$ cat config.mk
export PLATFORM = sky130hd
export DESIGN_NAME = seven_seg_scan_ctrl
export DESIGN_NICKNAME = d
export VERILOG_FILES = /design/src/rtl/seven_seg_pkg.sv /design/src/rtl/seven_seg_slot_timer.sv /design/src/rtl/seven_seg_scan_ctrl.sv
export SDC_FILE = /design/constraint.sdc
export NUM_CORES = 1
export LEC_CHECK = 0
export ABC_AREA = 1
export CAP_MARGIN = 30
export CORE_UTILIZATION = 50
export DETAILED_ROUTE_END_ITERATION = 8
export PLACE_DENSITY_LB_ADDON = 0.05
export SYNTH_ARGS = -nofsm -noshare
export SYNTH_HDL_FRONTEND = slang
export SYNTH_HIERARCHICAL = 1
export SYNTH_SLANG_ARGS = --single-unit
$ cat constraint.sdc
create_clock -name clk -period 2.4 [get_ports clk]
set_input_delay 0.36 -clock clk [delete_from_list [all_inputs] [get_ports clk]]
set_output_delay 0.36 -clock clk [all_outputs]
set_load 0.05 [all_outputs]
$ cat src/rtl/seven_seg_pkg.sv
// Shared types and constants for the multiplexed 7-segment scan controller.
package seven_seg_pkg;

    localparam logic [3:0] BLANK_CODE = 4'hF;

    typedef logic [3:0] bcd_t;

    typedef enum logic {
        BLANK = 1'b0,
        DRIVE = 1'b1
    } scan_state_t;

endpackage

$ cat src/rtl/seven_seg_slot_timer.sv
// Per-state cycle counter; o_done flags the last cycle of the current BLANK or DRIVE phase.
module seven_seg_slot_timer
    import seven_seg_pkg::*;
#(
    parameter int unsigned DRIVE_CYCLES = 50000,
    parameter int unsigned BLANK_CYCLES = 500
) (
    input  logic        clk,
    input  logic        reset,
    input  scan_state_t i_state,
    input  logic        i_clear,
    output logic        o_done
);

    localparam int unsigned MaxCycles = (DRIVE_CYCLES > BLANK_CYCLES) ? DRIVE_CYCLES
                                                                       : BLANK_CYCLES;
    localparam int unsigned CntW      = $clog2(MaxCycles + 1);
    localparam logic [CntW-1:0] DriveLast = CntW'(DRIVE_CYCLES - 1);
    // With no blanking gap the BLANK phase is never timed, so any value works.
    localparam logic [CntW-1:0] BlankLast = (BLANK_CYCLES == 0) ? '0 : CntW'(BLANK_CYCLES - 1);

    logic [CntW-1:0] r_cnt;

    always_ff @(posedge clk or posedge reset) begin
        if (reset) begin
            r_cnt <= '0;
        end else if (i_clear) begin
            r_cnt <= '0;
        end else begin
            r_cnt <= r_cnt + CntW'(1);
        end
    end

    assign o_done = (i_state == DRIVE) ? (r_cnt == DriveLast) : (r_cnt == BlankLast);

endmodule

$ cat src/rtl/seven_seg_scan_ctrl.sv
// Double-buffered multi-digit 7-segment scan controller with blanking gaps.
// Optional leading-zero suppression is enabled by defining SEVEN_SEG_LZ_BLANK_EN.
module seven_seg_scan_ctrl
    import seven_seg_pkg::*;
#(
    parameter int unsigned NUM_DIGITS   = 4,
    parameter int unsigned DRIVE_CYCLES = 50000,
    parameter int unsigned BLANK_CYCLES = 500
) (
    input  logic                    clk,
    input  logic                    reset,
    input  logic                    enable,
    input  logic                    load,
    input  logic [4*NUM_DIGITS-1:0] digitsIn,
    output logic [3:0]              digitCode,
    output logic [NUM_DIGITS-1:0]   anode,
    output logic                    frameStart
);

    localparam int unsigned IdxW = (NUM_DIGITS > 1) ? $clog2(NUM_DIGITS) : 1;
    localparam logic [IdxW-1:0] IdxLast   = IdxW'(NUM_DIGITS - 1);
    localparam scan_state_t     SlotFirst = (BLANK_CYCLES == 0) ? DRIVE : BLANK;

    scan_state_t                 r_state, w_state_d;
    logic [IdxW-1:0]             r_idx, w_idx_d;
    bcd_t [NUM_DIGITS-1:0]       r_active, w_active_d;
    bcd_t [NUM_DIGITS-1:0]       r_pending, w_pending_d;
    bcd_t [NUM_DIGITS-1:0]       w_shown;
    logic                        r_pend_valid, w_pend_valid_d;
    logic                        r_run;
    logic                        w_done, w_start, w_running, w_boundary, w_clear;
    logic [NUM_DIGITS-1:0]       r_anode, w_anode_d;
    bcd_t                        r_code, w_code_d;
    logic                        r_frame_start, w_frame_start_d;

    assign w_running  = enable & r_run;
    assign w_start    = enable & ~r_run;
    assign w_boundary = w_start |
                        (w_running & w_done & (r_state == DRIVE) & (r_idx == IdxLast));
    assign w_clear    = ~w_running | w_done;

    seven_seg_slot_timer #(
        .DRIVE_CYCLES (DRIVE_CYCLES),
        .BLANK_CYCLES (BLANK_CYCLES)
    ) u_slot_timer (
        .clk     (clk),
        .reset   (reset),
        .i_state (r_state),
        .i_clear (w_clear),
        .o_done  (w_done)
    );

    always_comb begin
        w_state_d = r_state;
        w_idx_d   = r_idx;
        if (!enable) begin
            w_state_d = BLANK;
            w_idx_d   = '0;
        end else if (w_start) begin
            w_state_d = SlotFirst;
            w_idx_d   = '0;
        end else if (w_done) begin
            if (r_state == BLANK) begin
                w_state_d = DRIVE;
            end else begin
                w_state_d = SlotFirst;
                w_idx_d   = (r_idx == IdxLast) ? '0 : r_idx + IdxW'(1);
            end
        end
    end

    // A load landing on the frame boundary bypasses pending and shows this frame.
    always_comb begin
        w_active_d     = r_active;
        w_pending_d    = r_pending;
        w_pend_valid_d = r_pend_valid;
        if (w_boundary) begin
            if (load) begin
                w_active_d     = digitsIn;
                w_pend_valid_d = 1'b0;
            end else if (r_pend_valid) begin
                w_active_d     = r_pending;
                w_pend_valid_d = 1'b0;
            end
        end else if (load) begin
            w_pending_d    = digitsIn;
            w_pend_valid_d = 1'b1;
        end
    end

`ifdef SEVEN_SEG_LZ_BLANK_EN
    logic w_lz;

    always_comb begin
        w_lz    = 1'b1;
        w_shown = w_active_d;
        for (int i = NUM_DIGITS - 1; i > 0; i--) begin
            if (w_lz && (w_active_d[i] == 4'h0)) begin
                w_shown[i] = BLANK_CODE;
            end else begin
                w_lz = 1'b0;
            end
        end
    end
`else
    assign w_shown = w_active_d;
`endif

    // Outputs are registered from next-state so they line up with the FSM state.
    always_comb begin
        w_anode_d       = '1;
        w_code_d        = BLANK_CODE;
        w_frame_start_d = 1'b0;
        if (enable) begin
            w_code_d        = w_shown[w_idx_d];
            w_frame_start_d = w_boundary;
            if (w_state_d == DRIVE) begin
                w_anode_d = ~(NUM_DIGITS'(1) << w_idx_d);
            end
        end
    end

    always_ff @(posedge clk or posedge reset) begin
        if (reset) begin
            r_state       <= BLANK;
            r_idx         <= '0;
            r_active      <= {NUM_DIGITS{BLANK_CODE}};
            r_pending     <= {NUM_DIGITS{BLANK_CODE}};
            r_pend_valid  <= 1'b0;
            r_run         <= 1'b0;
            r_anode       <= '1;
            r_code        <= BLANK_CODE;
            r_frame_start <= 1'b0;
        end else begin
            r_state       <= w_state_d;
            r_idx         <= w_idx_d;
            r_active      <= w_active_d;
            r_pending     <= w_pending_d;
            r_pend_valid  <= w_pend_valid_d;
            r_run         <= enable;
            r_anode       <= w_anode_d;
            r_code        <= w_code_d;
            r_frame_start <= w_frame_start_d;
        end
    end

    assign anode      = r_anode;
    assign digitCode  = r_code;
    assign frameStart = r_frame_start;

endmodule

==> impl_metrics.py, run 1 <==
metrics = {
    "status": {
        "status": "finished, final reports clean",
    },
    "synthesis": {
        "seq_area_frac_synth_pct": 47.5,
        "syn_area_um2": 3370,
        "ys_seq_elements": 62,
        "yosys_warnings": 6,
        "synth_fp_nets": 466,
        "synth.distinct_cells": 31,
        "synth_area_per_cell_um2": 7.59,
        "synth_cells": 444,
    },
    "detailed_routing": {
        "vias": 2705,
        "ant_nets": 0,
        "drt_wl_total_um": 6800,
        "drt_iter0_markers": 73,
        "firstDrtPassIters": 4,
        "wire_per_inst_um": 12.2,
        "via_per_inst": 4.84,
        "drc": 0,
    },
    "die": {
        "start_util_pct": 52.4,
        "die_area_um2": 7070,
        "chipWidth_um": 84.1,
        "core-area_um2": 6420,
        "die_h_um": 84.1,
        "fp-row-count": 29,
        "ioPinCount": 29,
    },
    "critical_path": {
        "max_stage_delay_ns": 0.40,
        "cp_slowest_cell": "dfrtp_1",
        "path_delay_family": "simple AND/OR/NAND/NOR gates",
        "cp-start-kind": "register",
        "worst_ep_arrival_time_ns": 2.44,
        "worstSetupPathType": "register to register",
        "critical_path.endpoint_type": "register",
        "crit_fanout": 23,
        "crit_chain": "ha_1 > nand3b_1 > nor2_1 > nand2_1 > nor2_1 > nand3_2 > nand2_1 > nand2_4 > nand2_4 > mux2_2",
        "critical_path_buf_inv_count": 0,
        "required_ns": 2.67,
    },
    "power_and_ir_drop": {
        "power.density_nw_per_um2": 613,
        "p_leak_uw": 0.00195,
        "p_total_uw": 2370,
        "irDropWorstVdd_mv": 0.415,
    },
    "placed_design": {
        "gp_congestion": 0.848,
        "dp.cells": 543,
        "dp_hpwl_um": 5010,
        "placed_area_um2": 3710,
        "place.port_buffers": 28,
    },
    "clocking": {
        "cts_hold_buf": 0,
        "cts_tree": "built",
        "cts.path.max_buffers": 2,
        "htreeDepth": 3,
        "cts_setup_buffers": 0,
        "cts_sinks": 62,
        "ctsRootBufferMaster": "clkbuf_8",
        "cts_resized": 0,
        "cts_buffers": 9,
        "cts.clk_slew.worst_paths_ns": 0.07,
        "clk_latency_ns": 0.34,
    },
    "grt": {
        "overflow": 0,
        "grt_antenna_before_repair": 0,
        "grt_pass1_vias": 2673,
        "grt_use_total_pct": 22.1,
        "grt_pass1_wl_um": 12100,
        "grt_max_degree": 27,
    },
    "finish": {
        "multi_input_area_um2": 1420,
        "drive_gt1_share_pct": 19.3,
        "stdcell_area_um2": 3860,
        "finalNetCount": 499,
        "fill_cells": 594,
        "seq_area_um2": 1600,
        "syn_to_final_growth_pct": 14.7,
        "insertedDiodeCount": 0,
        "layoutNonFillerInstCount": 559,
    },
    "worst_hold_path": {
        "hold_class": "input port to asynchronous set/reset pin",
    },
    "flow_run": {
        "maxCapViolCount": 0,
    },
    "timing": {
        "tightest_slew_ns": 0.615,
        "setup_viol": 0,
        "rsz0062_at_grt": "no",
        "slew_headroom_pct": 58.9,
        "finalMaxSlewViolations": 0,
        "tns_ns": 0,
        "worst_hold_slack_ns": 0.383,
        "min_period_ns": 2.17,
        "fin_crit_sh_pct": 90.6,
        "max_freq_mhz": 460,
        "finClkSkew_ns": 0.0124,
        "hold_violations": 0,
    },
}
==> Yosys cell counts <==
master	n	area (um2)
a21oi_1	11	55.1
a21oi_4	1	16.3
buf_2	3	15.0
buf_4	4	30.0
buf_6	4	45.0
clkbuf_1	1	3.75
clkinv_1	1	3.75
dfrtp_1	22	551
dfstp_2	40	1050
ha_1	2	25.0
inv_1	62	233
inv_2	5	18.8
mux2_2	7	78.8
mux2_4	2	30.0
nand2_1	153	574
nand2_2	8	50.1
nand2_4	3	33.8
nand3_1	23	115
nand3_2	1	10.0
nand3b_1	1	7.51
nand4_1	3	18.8
nor2_1	57	214
nor2_2	2	12.5
nor2_4	2	22.5
nor2_8	1	20.0
nor3_1	4	20.0
o21ai_0	15	75.1
o21ai_1	3	15.0
o21ai_2	1	8.76
or2_2	1	6.26
xor2_1	1	8.76
==> routing by layer <==
metal | share of wire (%) | track usage [%] | vias up
met5 | 0 | 0 | -
met4 | 1.7 | 6.43 | 0
met3 | 3.1 | 6.33 | 9
met2 | 50 | 37.8 | 39
met1 | 45 | 27.0 | 1242
li1 | - | - | 1415
==> logic make-up (layout without fill, tap and decap cells) <==
family	count (synthesis)	in the layout	share of synthesized area, %
flip-flops	62	62	47.5
AO/OA/AOI/OAI	31	31	5.05
AND/OR/NAND/NOR	259	259	32.8
buffers and inverters	80	118	10.4
XOR/XNOR	1	1	0.260
multiplexers	9	9	3.23
adder cells (fa/ha/maj)	2	2	0.743
==> report_power, final <==
group | total (uW) | leakage, uW | internal [uW] | switching (uW)
Combinational | 379 | 0.00115 | 153 | 226
Sequential | 1240 | 0.000721 | 1200 | 46.7
Clock | 746 | 0.0000812 | 371 | 376
Total | 2370 | 0.00195 | 1720 | 649
==> path summary, 6_finish.rpt <==
path	startpoint	end	slack, ns	cells past startpoint
max	u_slot_timer/r_cnt[0]$_DFF_PP0_	r_pending[7]$_DFFE_PP1P_	0.23	10
min	reset	r_pend_valid$_DFFE_PP0P_	0.38	2
max reg2reg	u_slot_timer/r_cnt[0]$_DFF_PP0_	r_pending[7]$_DFFE_PP1P_	0.23	10
min reg2reg	r_pending[6]$_DFFE_PP1P_	r_pending[6]$_DFFE_PP1P_	0.48	2
max in group asynchronous	reset	anode[2]$_DFF_PP1_	1.44	3
min in group clk	r_pending[6]$_DFFE_PP1P_	r_pending[6]$_DFFE_PP1P_	0.48	2
==> flip-flops by register name, indices dropped and copies added, names as in the netlist <==
name,flops
r_idx,2
r_state,1
r_pending,16
frameStart,1
r_run,1
r_pend_valid,1
u_slot_timer/r_cnt,16
digitCode,4
r_active,16
anode,4
==> layout by cell type, fill, tap and decap left out <==
cell / netlist / layout
a21oi_1: 11 / 11
a21oi_4: 1 / 1
buf_12: 0 / 1
buf_4: 4 / 5
clkbuf_1: 1 / 4
clkbuf_8: 0 / 9
clkdlybuf4s50_1: 0 / 28
clkinv_1: 1 / 1
clkinv_2: 0 / 3
dfrtp_1: 22 / 22
dfstp_2: 40 / 40
ha_1: 2 / 2
inv_1: 62 / 61
inv_2: 5 / 6
mux2_2: 7 / 7
mux2_4: 2 / 2
nand2_1: 153 / 153
nand2_2: 8 / 8
nand2_4: 3 / 3
nand3_1: 23 / 23
nand3_2: 1 / 1
nand3b_1: 1 / 1
nand4_1: 3 / 3
nor2_1: 57 / 57
nor2_2: 2 / 2
nor2_4: 2 / 2
nor2_8: 1 / 1
nor3_1: 4 / 4
o21ai_0: 15 / 15
o21ai_1: 3 / 3
o21ai_2: 1 / 1
or2_2: 1 / 1
xor2_1: 1 / 1
==> cell type report <==
cell class,count,area share (%)
Multi-Input combinational cell,302,36.7
Clock inverter,3,0.389
Timing Repair Buffer,34,8.75
Tap cell,77,2.49
Sequential cell,62,41.5
Inverter,68,6.61
Clock buffer,13,3.60
==> metrics by stage <==
| stage | setup slack, ns | util (%) |
|---|---|---|
| floorplan | 0.475 | - |
| global placement | 0.301 | 57.7 |
| detailed placement | 0.220 | 57.7 |
| CTS | 0.219 | 60.1 |
| global route | 0.0412 | 60.1 |
| finish | 0.226 | 60.1 |
==> worst register-to-register path: cells and delay by family, from the launching register on <==
kind | cells | cell delay (ns)
fa+ha+maj | 1 | 0.22
flops | 1 | 0.40
mux | 1 | 0.39
simple gates | 8 | 1.11
Power figures use the tool's default switching activity.
==> inputs of run 2 (changes only) <==
--- a/config.mk
+++ b/config.mk
@@ -6,10 +6,10 @@
 export NUM_CORES = 1
 export LEC_CHECK = 0
 export ABC_AREA = 1
-export CAP_MARGIN = 30
+export CAP_MARGIN = 20
 export CORE_UTILIZATION = 50
 export DETAILED_ROUTE_END_ITERATION = 8
-export PLACE_DENSITY_LB_ADDON = 0.05
+export PLACE_DENSITY_LB_ADDON = 0.08
 export SYNTH_ARGS = -nofsm -noshare
 export SYNTH_HDL_FRONTEND = slang
 export SYNTH_HIERARCHICAL = 1
==> impl_metrics.py, run 2 (synthesis results as in run 1) <==
metrics = {
    "finish": {
        "multi_input_area_um2": 1420,
        "insertedDiodeCount": 0,
        "drive_gt1_share_pct": 19.3,
        "finalNetCount": 499,
        "fill_cells": 598,
        "seq_area_um2": 1600,
        "reg.largest.list": "r_active: 16 flops, r_pending: 16 flops, u_slot_timer/r_cnt: 16 flops",
        "layout_common_cells": "nand2_1 (153), inv_1 (61), nor2_1 (57), dfstp_2 (40), clkdlybuf4s50_1 (28)",
        "layout_commonest_cell": "nand2_1",
        "syn_to_final_growth_pct": 15.2,
        "layoutNonFillerInstCount": 559,
    },
    "critical_path": {
        "worstSetupPathType": "register to register",
        "cp-start-kind": "register",
        "reg2reg_from": "u_slot_timer/r_cnt[0]$_DFF_PP0_",
        "worst_ep_arrival_time_ns": 2.43,
        "r2r_slack_ns": 0.23,
        "reg2reg_to": "r_pending[10]$_DFFE_PP1P_",
        "crit_fanout": 23,
        "cp-endpoint": "r_pending[10]$_DFFE_PP1P_",
        "crit_start": "u_slot_timer/r_cnt[0]$_DFF_PP0_",
        "r2r_cells": 10,
        "required_ns": 2.66,
        "critical_path.endpoint_type": "register",
    },
    "clocking": {
        "cts_hold_buf": 0,
        "cts_buffers": 9,
        "cts_tree": "built",
        "htreeDepth": 3,
        "cts_resized": 0,
        "cts.clk_slew.worst_paths_ns": 0.07,
        "cts_sinks": 62,
        "cts_setup_buffers": 0,
        "cts.path.max_buffers": 2,
        "clk_latency_ns": 0.33,
        "ctsRootBufferMaster": "clkbuf_8",
    },
    "die": {
        "core-area_um2": 6420,
        "start_util_pct": 52.4,
        "ioPinCount": 29,
        "chipWidth_um": 84.1,
        "die_area_um2": 7070,
        "fp-row-count": 29,
        "die_h_um": 84.1,
    },
    "timing": {
        "worst_hold_slack_ns": 0.452,
        "setup_viol": 0,
        "min_period_ns": 2.17,
        "tns_ns": 0,
        "slew_headroom_pct": 58.8,
        "tightest_slew_ns": 0.618,
        "rsz0062_at_grt": "no",
        "hold_violations": 0,
        "max_freq_mhz": 462,
        "finClkSkew_ns": 0.00778,
        "fin_crit_sh_pct": 90.3,
        "finalMaxSlewViolations": 0,
    },
    "flow_run": {
        "maxCapViolCount": 0,
    },
    "grt": {
        "grt_use_total_pct": 22.0,
        "grt_pass1_vias": 2761,
        "overflow": 0,
        "grt_pass1_wl_um": 12200,
        "grt_antenna_before_repair": 0,
        "grt_max_degree": 47,
    },
    "power_and_ir_drop": {
        "p_leak_uw": 0.00196,
        "irDropWorstVdd_mv": 0.329,
        "power.density_nw_per_um2": 629,
    },
    "detailed_routing": {
        "via_per_inst": 4.88,
        "firstDrtPassIters": 4,
        "wire_per_inst_um": 12.5,
        "drc": 0,
        "ant_nets": 0,
        "vias": 2726,
        "drt_iter0_markers": 86,
        "drt_wl_total_um": 6960,
    },
    "worst_hold_path": {
        "hold_class": "input port to asynchronous set/reset pin",
    },
    "placed_design": {
        "dp.cells": 543,
        "gp_congestion": 0.814,
        "dp_hpwl_um": 5000,
        "place.port_buffers": 28,
    },
    "status": {
        "status": "finished, final reports clean",
    },
}
run 2: where the power goes:
group,internal [uW],switching (uW),leakage [uW]
logic,153,229,0.00115
clock network,432,385,0.0000877
registers,1200,45.0,0.000721
run 2: routing by layer:
layer	vias up	GRT usage, %	wire (um)
met4	0	10.0	139
met1	1267	26.6	3220
met5	-	0	0
met2	32	38.4	3460
li1	1414	-	-
met3	13	3.56	151
run 2: final cells by class:
cell class | instances | share of cell area (%)
inverters | 68 | 6.58
clock buffers | 15 | 4.29
repair buffers | 34 | 8.71
well taps | 77 | 2.48
multi-input cells | 302 | 36.5
clock inverters | 1 | 0.129
flip-flops and latches | 62 | 41.3
run 2: worst min-delay path by stage:
stage | startpoint | end | slack (ns) | depth (start not counted)
after floorplan | reset | u_slot_timer/r_cnt[0]$_DFF_PP0_ | 0.27 | 1
after global placement | u_slot_timer/r_cnt[0]$_DFF_PP0_ | u_slot_timer/r_cnt[0]$_DFF_PP0_ | 0.46 | 1
after detailed placement | r_pending[4]$_DFFE_PP1P_ | r_pending[4]$_DFFE_PP1P_ | 0.47 | 2
after CTS | reset | u_slot_timer/r_cnt[14]$_DFF_PP0_ | 0.47 | 2
after global routing | r_pending[4]$_DFFE_PP1P_ | r_pending[4]$_DFFE_PP1P_ | 0.50 | 2
final | reset | u_slot_timer/r_cnt[5]$_DFF_PP0_ | 0.45 | 2
run 2: per-stage QoR:
| step | cell area, um2 | setup slack [ns] | util (%) | power, uW |
|---|---|---|---|---|
| 2_1_floorplan | 3370 | 0.475 | - | 1530 |
| 3_3_place_gp | 3710 | 0.277 | 57.7 | 1630 |
| 3_5_place_dp | 3710 | 0.221 | 57.7 | 1640 |
| 4_1_cts | 3880 | 0.206 | 60.4 | 2470 |
| 5_1_grt | 3880 | 0.00558 | 60.4 | 2580 |
| 6_report | 3880 | 0.234 | 60.4 | 2440 |
run 2: critical path, cell delays in order (launching register included):
cell and delay, ns:
dfrtp_1 0.39, ha_1 0.21, nand3b_1 0.09, nor2_1 0.11, nand2_1 0.06, nor2_1 0.20
nand3_2 0.16, nand2_1 0.14, nand2_4 0.11, nand2_4 0.24, mux2_2 0.37
==> inputs of run 3 (changes only) <==
--- a/config.mk
+++ b/config.mk
@@ -7,7 +7,10 @@
 export LEC_CHECK = 0
 export ABC_AREA = 1
 export CAP_MARGIN = 20
-export CORE_UTILIZATION = 50
+export CELL_PAD_IN_SITES_DETAIL_PLACEMENT = 0
+export CELL_PAD_IN_SITES_GLOBAL_PLACEMENT = 1
+export CORE_UTILIZATION = 43
+export CTS_CLUSTER_SIZE = 30
 export DETAILED_ROUTE_END_ITERATION = 8
 export PLACE_DENSITY_LB_ADDON = 0.08
 export SYNTH_ARGS = -nofsm -noshare
==> impl_metrics.py, run 3 (synthesis results as in run 1) <==
metrics = {
    "timing": {
        "finClkSkew_ns": 0.0105,
        "hold_violations": 0,
        "finalMaxSlewViolations": 0,
        "fin_crit_sh_pct": 88.1,
        "max_freq_mhz": 473,
        "slew_headroom_pct": 58.5,
        "setup_viol": 0,
        "min_period_ns": 2.11,
        "worst_hold_slack_ns": 0.420,
        "rsz0062_at_grt": "no",
        "fin_ws_ns": 0.286,
        "tightest_slew_ns": 0.621,
        "tns_ns": 0,
    },
    "critical_path": {
        "cp-start-kind": "register",
        "worst_ep_arrival_time_ns": 2.37,
        "crit_fanout": 17,
        "r2r_slack_ns": 0.29,
        "critical_path.endpoint_type": "register",
        "required_ns": 2.66,
        "worstSetupPathType": "register to register",
    },
    "detailed_routing": {
        "via_per_inst": 4.71,
        "drt_iter0_markers": 108,
        "ant_nets": 0,
        "dr_wl_met3_um": 211,
        "wire_per_inst_um": 12.4,
        "drt_wl_total_um": 7280,
        "highest_layer": "met4",
        "drt-met1-wl_um": 3280,
        "drc": 0,
        "vias": 2756,
        "firstDrtPassIters": 4,
        "wl_met2_um": 3720,
    },
    "power_and_ir_drop": {
        "p_clk_share_pct": 32.8,
        "p_total_uw": 2420,
        "p_leak_uw": 0.00197,
        "p_sw_share_pct": 27.6,
        "irDropWorstVdd_mv": 0.391,
        "power.density_nw_per_um2": 614,
        "pwr-share-seq_pct": 51.2,
        "power.switching_uw": 667,
        "power.internal_uw": 1750,
        "pwr-share-comb_pct": 16.0,
    },
    "clocking": {
        "cts.clk_slew.worst_paths_ns": 0.07,
        "cts_sinks": 62,
        "htreeDepth": 3,
        "cts_setup_buffers": 0,
        "cts_buffers": 9,
        "cts.path.max_buffers": 2,
        "ctsRootBufferMaster": "clkbuf_8",
        "cts_hold_buf": 0,
        "cts_tree": "built",
        "clk_latency_ns": 0.33,
    },
    "die": {
        "die_h_um": 90.5,
        "start_util_pct": 45.5,
        "die_area_um2": 8190,
        "chipWidth_um": 90.5,
        "core-area_um2": 7410,
        "fp-row-count": 31,
        "ioPinCount": 29,
    },
    "placed_design": {
        "dp_hpwl_um": 5380,
        "place.port_buffers": 28,
        "gp_congestion": 0.829,
        "place_ws_ns": 0.160,
    },
    "finish": {
        "insertedDiodeCount": 0,
        "reg.largest.list": "r_active: 16 flops, r_pending: 16 flops, u_slot_timer/r_cnt: 16 flops",
        "layout_common_cells": "nand2_1 (153), inv_1 (61), nor2_1 (56), dfstp_2 (40), clkdlybuf4s50_1 (28)",
        "finalNetCount": 503,
        "syn_to_final_growth_pct": 17.1,
        "drive_gt1_share_pct": 20.2,
        "final_core_util_pct": 53.3,
        "layout_commonest_cell": "nand2_1",
    },
    "status": {
        "status": "finished, final reports clean",
    },
    "flow_run": {
        "maxCapViolCount": 0,
    },
    "grt": {
        "grt_max_degree": 26,
        "grt_antenna_before_repair": 0,
        "grt_pass1_wl_um": 12600,
        "grt_use_total_pct": 19.3,
        "grt_pass1_vias": 2769,
        "overflow": 0,
    },
    "worst_hold_path": {
        "hold_class": "input port to asynchronous set/reset pin",
    },
}
-- run 3: changes by cell type in the layout (fill, tap and decap cells not counted), sizes merged --
cell,change
buf,+4
clkinv,+1
clkbuf,-1
-- run 3: worst max-delay path, cell delays in order, from the launching register on --
cell and delay [ns]:
dfrtp_1 0.39, ha_1 0.23, nand3b_1 0.09, nor2_1 0.13, nand2_1 0.08, nor2_2 0.15
nand3_2 0.13, nand2_1 0.13, nand2_4 0.16, nand2_8 0.18, buf_4 0.18, nor2_1 0.05
a21oi_1 0.13
-- run 3: per-layer routing --
metal / global-route usage (%) / vias to the layer above
met4: 6.45 / 0
met5: 0 / -
li1: - / 1418
met2: 34.7 / 38
met1: 23.5 / 1294
met3: 3.11 / 6
-- run 3: path summary, 6_finish.rpt --
kind                                            startpoint                         to  cells after the start
max                        u_slot_timer/r_cnt[0]$_DFF_PP0_   r_pending[6]$_DFFE_PP1P_                     12
min                                                  reset          r_state$_DFF_PP0_                      2
max reg2reg                u_slot_timer/r_cnt[0]$_DFF_PP0_   r_pending[6]$_DFFE_PP1P_                     12
min reg2reg                       r_pending[5]$_DFFE_PP1P_   r_pending[5]$_DFFE_PP1P_                      2
max in group asynchronous                            reset  r_pending[14]$_DFFE_PP1P_                      3
min in group clk                  r_pending[5]$_DFFE_PP1P_   r_pending[5]$_DFFE_PP1P_                      2
-- run 3: what timing repair did --
| action | CTS | global route |
|---|---|---|
| gates resized for setup | 0 | 3 |
| setup endpoints to repair | 0 | 18 |
| endpoints found under the hold margin | 0 | 0 |
-- run 3: per-stage QoR --
step	instances	cell area, um2
final	585	3950
after global routing	585	3950
after CTS	585	3930
after detailed placement	569	3770
after global placement	569	3770
after floorplan	444	3370
-- run 3: area by class of cell --
cell class / instances / area (um2)
fill: 723 / 3460
sequential: 62 / 1600
multi-input combinational: 302 / 1430
timing repair buffer: 38 / 368
inverter: 68 / 255
clock buffer: 14 / 153
tap: 99 / 124
clock inverter: 2 / 10.0
-- run 3: power groups by stage --
stage	Combinational, uW	Sequential (uW)	Clock (uW)
CTS	391	1240	816
global placement	387	1260	0
floorplan	259	1270	0
finish	387	1240	793
detailed placement	390	1260	0
global route	440	1250	860
